===== src/rtl/pattern_source_32bit.sv =====
// pattern_source_32bit: deterministic 32-bit word stream generator with optional burst length,
// feeding the read-throughput test FIFO.
module pattern_source_32bit #(
    parameter int          WIDTH     = 32,
    parameter logic [31:0] LFSR_TAPS = 32'h80200003
) (
    input  logic             clk,
    input  logic             reset_n,
    input  logic [31:0]      pattern,
    input  logic [31:0]      burst_len,
    input  logic             start,
    input  logic             restart,
    input  logic             enable_gener,
    output logic [WIDTH-1:0] dataout,
    output logic             dataout_available,
    output logic             busy,
    output logic             done,
    output logic [31:0]      words_generated
);
    localparam logic [1:0] IDLE = 2'd0;
    localparam logic [1:0] RUN  = 2'd1;
    localparam logic [1:0] DONE = 2'd2;

    logic [1:0]       state;
    logic [2:0]       mode;
    logic [31:0]      len_q;
    logic [WIDTH-1:0] gen_state;
    logic [WIDTH-1:0] init_val;
    logic [WIDTH-1:0] next_val;
    logic [15:0]      seed_in;
    logic [31:0]      count_nx;
    logic             unused;

    assign unused   = ^pattern[15:3];
    assign seed_in  = pattern[31:16];
    assign count_nx = words_generated + 32'd1;
    assign busy     = state == RUN;
    assign done     = state == DONE;

    // Modes 5-7 fall through to the counter pattern in both expressions.
    always_comb begin
        init_val = pattern[2:0] == 3'd1 ? 32'h1 :
                   pattern[2:0] == 3'd2 ? (seed_in == 16'h0 ? 32'h1 : {16'h0, seed_in}) :
                   pattern[2:0] == 3'd3 ? 32'hAAAAAAAA :
                   pattern[2:0] == 3'd4 ? {seed_in, seed_in} : {16'h0, seed_in};
        next_val = mode == 3'd1 ? {gen_state[WIDTH-2:0], gen_state[WIDTH-1]} :
                   mode == 3'd2 ? (gen_state >> 1) ^ (gen_state[0] ? LFSR_TAPS : 32'h0) :
                   mode == 3'd3 ? ~gen_state :
                   mode == 3'd4 ? gen_state : gen_state + 32'd1;
    end

    always_ff @(posedge clk or negedge reset_n) begin
        if (!reset_n) begin
            state             <= IDLE;
            mode              <= 3'd0;
            len_q             <= 32'd0;
            gen_state         <= '0;
            dataout           <= '0;
            dataout_available <= 1'b0;
            words_generated   <= 32'd0;
        end else if (restart) begin
            state             <= IDLE;
            dataout_available <= 1'b0;
            words_generated   <= 32'd0;
        end else if (start) begin
            state             <= RUN;
            mode              <= pattern[2:0];
            len_q             <= burst_len;
            gen_state         <= init_val;
            dataout_available <= 1'b0;
            words_generated   <= 32'd0;
        end else if (state == RUN && enable_gener) begin
            dataout           <= gen_state;
            dataout_available <= 1'b1;
            words_generated   <= count_nx;
            gen_state         <= next_val;
            if (len_q != 32'd0 && count_nx == len_q)
                state <= DONE;
        end else begin
            dataout_available <= 1'b0;
        end
    end
endmodule


===== config.mk =====
export PLATFORM = sky130hd
export DESIGN_NAME = pattern_source_32bit
export DESIGN_NICKNAME = d
export VERILOG_FILES = /design/src/rtl/pattern_source_32bit.sv
export SDC_FILE = /design/constraint.sdc
export NUM_CORES = 1
export LEC_CHECK = 0
export BUFFER_PORTS_ARGS = -buffer_cell sky130_fd_sc_hd__buf_2
export CORE_UTILIZATION = 40
export CTS_CLUSTER_DIAMETER = 30
export DETAILED_ROUTE_END_ITERATION = 10
export PLACE_DENSITY = 0.64
export SETUP_SLACK_MARGIN = 0.3
export SYNTH_ARGS = -nofsm -noshare
export SYNTH_HDL_FRONTEND = slang
export SYNTH_SLANG_ARGS = --single-unit

===== constraint.sdc =====
create_clock -name clk -period 3.4 [get_ports clk]
set_clock_uncertainty 0.1 [all_clocks]
set_input_delay 0.34 -clock clk [delete_from_list [all_inputs] [get_ports clk]]
set_output_delay 0.34 -clock clk [all_outputs]
set_load 0.05 [all_outputs]

==> results of run 1 <==
==> area by class of cell <==
type	instances	area (um^2)	share of cell area
multi-input cells	711	4630	0.467
flip-flops and latches	134	3370	0.339
repair buffers	157	907	0.0914
clock buffers	18	439	0.0442
well taps	270	338	0.0340
clock inverters	14	189	0.0190
inverters	14	52.6	0.00529
diodes	1	2.50	0.000252
==> per-stage QoR <==
| step | utilization | hold slack (ns) | area, um^2 | total power [mW] |
|---|---|---|---|---|
| global route | 0.489 | 0.0344 | 9930 | 6.24 |
| CTS | 0.488 | 0.0223 | 9910 | 6.01 |
| finish | 0.489 | 0.0378 | 9930 | 5.96 |
| detailed placement | 0.457 | 0.350 | 9270 | 4.00 |
| global placement | 0.457 | 0.359 | 9270 | 3.97 |
| floorplan | - | -0.0556 | 8330 | 3.46 |
==> registers in the layout, indices dropped and copies added (netlist names) <==
register,cells
gen_state,32
dataout_available,1
dataout,32
words_generated,32
len_q,32
state,2
mode,3
==> timing repair <==
item	in CTS	in global routing
resized for setup	0	3
endpoints found under the setup margin	0	4
endpoints found under the hold margin	82	0
hold buffers	1	0
==> routing by layer <==
layer / up-vias / wire length [um] / global-route usage
met1: 3692 / 10700 / 0.320
met4: 0 / 797 / 0.0974
met2: 334 / 12300 / 0.407
li1: 3619 / - / -
met3: 63 / 1760 / 0.0448
met5: - / 0 / 0
==> logic make-up (layout without fill, tap and decap cells) <==
family	count (synthesis)	in the layout	share of synthesized area
buf+inv	91	203	0.0413
compound gates	230	230	0.183
fa+ha+maj	2	2	0.00302
other cells	0	1	0
simple gates	335	335	0.197
flops	134	134	0.404
mux	67	67	0.0901
xor+xnor	77	77	0.0813
==> layout by cell type (no fill, tap or decap), types with 6 or more instances in the layout <==
cell type | synthesis | final
or3_1 | 16 | 16
o31ai_1 | 8 | 8
or4_1 | 7 | 7
nor3_1 | 25 | 22
buf_2 | 1 | 121
o21a_1 | 8 | 8
a211oi_1 | 16 | 16
a22oi_1 | 9 | 9
o21ai_0 | 51 | 51
nand3_1 | 25 | 25
dfrtp_2 | 0 | 11
nor4_1 | 24 | 24
mux2_2 | 61 | 61
nor2b_1 | 6 | 6
a31oi_1 | 15 | 15
nand2_1 | 88 | 87
and3_1 | 7 | 7
dfrtp_1 | 134 | 123
nand4_1 | 18 | 18
xnor2_1 | 46 | 46
clkbuf_16 | 0 | 17
o32ai_1 | 6 | 6
xor2_1 | 31 | 31
nor2_1 | 90 | 89
a21oi_1 | 49 | 49
inv_1 | 13 | 13
mux2i_1 | 6 | 6
o221ai_1 | 8 | 8
o22ai_1 | 8 | 8
o211ai_1 | 6 | 6
buf_4 | 0 | 32
==> power by group through the flow <==
stage	registers, mW	logic, mW	clock network, mW
global placement	2.23	1.74	0
finish	2.21	1.77	1.98
floorplan	2.54	0.918	0
detailed placement	2.24	1.76	0
global route	2.26	1.91	2.08
CTS	2.21	1.77	2.03
==> synth_stat cells (7+ instances only) <==
master / n / area share
o221ai_1: 8 / 0.0084
nor2_1: 90 / 0.041
or4_1: 7 / 0.0063
a211oi_1: 16 / 0.014
xnor2_1: 46 / 0.049
or3_1: 16 / 0.012
o21a_1: 8 / 0.0072
dfrtp_1: 134 / 0.40
a21oi_1: 49 / 0.030
nand4_1: 18 / 0.014
o22ai_1: 8 / 0.0060
nor3_1: 25 / 0.015
nand2_1: 88 / 0.040
mux2_2: 61 / 0.083
buf_1: 8 / 0.0036
clkbuf_1: 68 / 0.031
a31oi_1: 15 / 0.011
a22oi_1: 9 / 0.0081
nor4_1: 24 / 0.018
xor2_1: 31 / 0.033
inv_1: 13 / 0.0059
nand3_1: 25 / 0.015
o21ai_0: 51 / 0.031
and3_1: 7 / 0.0053
o31ai_1: 8 / 0.0072
==> how the worst max path moves through the flow <==
| stage | end | cells past startpoint | startpoint | slack (ns) |
|---|---|---|---|---|
| after floorplan | state[0] | 9 | words_generated[10] | 0.20 |
| after global placement | state[0] | 7 | words_generated[8] | 0.44 |
| after detailed placement | state[0] | 8 | words_generated[0] | 0.40 |
| after CTS | state[0] | 8 | words_generated[0] | 0.36 |
| after global routing | state[0] | 9 | words_generated[0] | 0.25 |
| final | state[0] | 7 | words_generated[8] | 0.34 |
==> critical path, stage by stage (launching register included) <==
cell and delay (ns):
dfrtp_2 0.43, nand2_1 0.12, or4_1 0.56, buf_4 0.19, or3_1 0.39, or3b_2 0.45, a32o_1 0.28, o41a_1 0.41
==> impl_metrics.yaml, run 1 <==
outcome:
  status: "finished clean"
power_and_ir_drop:
  switchingPower_mw: 2.26
  vdd_drop_max_mv: 0.388
  switching_share: 0.379
  powerDensity_nw_per_um2: 601
  internal_power_mw: 3.70
  p_leak_nw: 4.13
  power_frac_seq: 0.371
  power_frac_comb: 0.296
  clock_power_share: 0.332
global_route:
  grt_pass1_wl_um: 41200
  grt_overflow: 0
  track_usage: 0.247
  grt_start_max_net_pins: 84
  grt_pass1_vias: 7486
  grt_antenna_before_repair: 1
logic_synthesis:
  yosys_register_bits: 134
  synth_area_um2: 8290
  yosysUniqueCellTypes: 65
  synth-edff-count: 0
  ys_warn_count: 0
  ys_seq_area_frac: 0.404
  synthCells: 936
  synth_ff_type: "dfrtp_1"
  synth-async-reset-ratio: 1.00
  synth.net_count: 1007
  avgSynthCellArea_um2: 8.86
layout:
  drive_gt1_frac: 0.261
  fillers: 1979
  nNetsFinal: 1106
  final_cells: 1319
  area_growth_pct: 19.7
timing:
  fmax_mhz: 326
  hold_viol: 0
  fin_setup_tns_ns: 0
  maxSlewViolCount: 0
  setup_viol: 0
  fin_ws_ns: 0.335
  worstMarginPinSlew_ns: 0.838
  fin_crit_sh: 0.901
  min_period_ns: 3.06
  grt_setup_unrepaired: "true"
  slew_headroom: 0.441
floorplan:
  die_y_um: 146
  die_w_um: 146
  start_util: 0.409
  core_um2: 20300
  num_rows: 52
  ioPinCount: 136
  die-area_um2: 21300
clock_tree:
  htreeDepth: 4
  cts_root_buf: "clkbuf_16"
  clockBufferDepth: 2
  clock-sinks: 134
  clk_latency_ns: 0.43
  cts_tree: "done"
  path_clk_slew_ns: 0.07
  numCtsBuffers: 17
  cts_setup_buffers: 0
hold_path:
  hp-class: "in -> reg"
  min_path_cells: 2
  hp-start: "burst_len[10]"
  hold_end: "len_q[10]"
worst_setup_path:
  required_ns: 3.60
  cp.arrival_ns: 3.26
  worst-r2r-cell-count: 7
  crit_type: "reg -> reg"
  r2r-end: "state[0]"
  cp_max_fo: 9
  end_kind: "flop"
  cp-start-kind: "flop"
  rr_startpoint: "words_generated[8]"
  rrSetupSlack_ns: 0.34
placement:
  numPlacedInstances: 1285
  place_ws_ns: 0.400
  place.detailed.hpwl_um: 18300
  io_buffer_count: 122
  gp_congestion: 0.928
routing:
  drt-total-wl_um: 25600
  vias: 7708
  drt_first_pass_iters: 6
  ant_nets: 0
  wire_per_inst_um: 19.4
  drc_errors: 0
  dr.first_iter.drc_count: 712
  viasPerCell: 5.84
flow_run:
  max-cap-violations: 0
No activity file was read; power rests on OpenSTA's default activity.
==> inputs of run 2 (changes only) <==
CORE_MARGIN = 2   (was unset)
==> impl_metrics.yaml, run 2 (synthesized netlist as in run 1, its figures left out) <==
floorplan:
  ioPinCount: 136
  die_y_um: 148
  start_util: 0.409
  num_rows: 52
  core_um2: 20300
  die-area_um2: 21900
  die_w_um: 148
global_route:
  grt_overflow: 0
  grt_pass1_vias: 7292
  track_usage: 0.239
  grt_antenna_before_repair: 2
  grt_pass1_wl_um: 40900
  grt_start_max_net_pins: 74
layout:
  drive_gt1_frac: 0.265
  area_growth_pct: 19.8
  layout_commonest_cell: "dfrtp_1"
  final_cell_mix: "dfrtp_1, buf_2, nor2_1"
  nNetsFinal: 1109
  fillers: 1977
worst_setup_path:
  cp_slowest_cell: "or4_1"
  end_kind: "flop"
  cp-start-kind: "flop"
  cp_max_fo: 9
  startpoint: "words_generated[8]"
  cp_top_family: "simple AND/OR/NAND/NOR gates"
  required_ns: 3.61
  rr_startpoint: "words_generated[8]"
  crit_type: "reg -> reg"
  cp.buffers_inverters: 1
  cp.arrival_ns: 3.22
  path_cells: "nand2_2 > or4_1 > buf_4 > or3_1 > or3b_2 > a32o_1 > o41a_1"
  crit_path_max_incr_delay_ns: 0.55
timing:
  worstMarginPinSlew_ns: 0.816
  fmax_mhz: 333
  hold_viol: 0
  fin_ws_ns: 0.393
  setup_viol: 0
  fin_crit_sh: 0.884
  fin_setup_tns_ns: 0
  maxSlewViolCount: 0
  slew_headroom: 0.456
  min_period_ns: 3.01
  grt_setup_unrepaired: "false"
clock_tree:
  cts_root_buf: "clkbuf_16"
  path_clk_slew_ns: 0.06
  numCtsBuffers: 17
  cts_tree: "done"
  clk_latency_ns: 0.44
  clockBufferDepth: 2
  htreeDepth: 4
  clock-sinks: 134
routing:
  drt-total-wl_um: 25900
  viasPerCell: 5.90
  drt_first_pass_iters: 7
  dr.first_iter.drc_count: 768
  drc_errors: 0
  ant_nets: 0
  wire_per_inst_um: 19.6
  vias: 7805
outcome:
  status: "finished clean"
placement:
  io_buffer_count: 122
  place_ws_ns: 0.196
  place.detailed.hpwl_um: 18300
  gp_congestion: 0.952
power_and_ir_drop:
  powerDensity_nw_per_um2: 594
  vdd_drop_max_mv: 0.382
  p_leak_nw: 4.14
flow_run:
  max-cap-violations: 0
hold_path:
  hp-start: "burst_len[11]"
  hp-class: "in -> reg"
==> run 2: cell types whose count changed in the layout (fill, tap and decap cells not counted), moves of 2 or more <==
cell,previous run,this run
nor3_2,3,1
clkinvlp_4,0,3
inv_6,5,3
buf_4,32,36
clkinv_4,5,3
==> run 2: what timing repair did <==
| action | 4_1_cts | 5_1_grt |
|---|---|---|
| setup buffers | 0 | 11 |
| endpoints found under the hold margin | 70 | 0 |
| cloned | 0 | 0 |
| hold buffers | 1 | 0 |
| endpoints found under the setup margin | 2 | 1 |
| gates resized for setup | 1 | 5 |
==> run 2: layout make-up <==
cell class                      instances  area (um^2)  area share
Inverter                               14         52.6     0.00529
Multi-Input combinational cell        711         4640       0.467
Timing Repair Buffer                  160          917      0.0923
Clock inverter                         13          170      0.0171
Tap cell                              270          338      0.0340
Sequential cell                       134         3370       0.339
Antenna cell                            2         5.00    0.000504
Clock buffer                           19          443      0.0446
==> run 2: stage by stage <==
| stage | area [um^2] | util | hold WS, ns | power, mW | std cells |
|---|---|---|---|---|---|
| floorplan | 8330 | - | -0.0556 | 3.46 | 936 |
| global placement | 9200 | 0.453 | 0.303 | 3.95 | 1277 |
| detailed placement | 9200 | 0.453 | 0.303 | 3.97 | 1277 |
| CTS | 9830 | 0.484 | 0.0208 | 5.93 | 1310 |
| global route | 9940 | 0.490 | 0.0237 | 6.20 | 1323 |
| finish | 9940 | 0.490 | 0.0307 | 5.90 | 1323 |
==> run 2: path summary, 6_finish.rpt <==
path / end / slack [ns] / cells after the start
setup / recovery: state[0] / 0.39 / 7
hold / removal: len_q[11] / 0.03 / 2
setup reg to reg: state[0] / 0.39 / 7
hold reg to reg: dataout[27] / 0.38 / 2
max in group asynchronous: words_generated[20] / 2.01 / 3
min in group asynchronous: dataout[7] / 0.38 / 2
==> run 2: routing by layer <==
metal  up-vias  GRT usage  routed length (um)
met5         -          0                   0
met4         0      0.100                 805
met3        58     0.0478                1780
met2       324      0.386               12500
met1      3788      0.315               10900
li1       3635          -                   -
==> run 2: where the power goes <==
part	internal, mW	leakage, nW	switching [mW]	total (mW)
sequential	1.88	1.67	0.367	2.24
combinational	0.610	2.18	1.11	1.72
clock	1.18	0.291	0.761	1.94
total	3.67	4.14	2.24	5.90
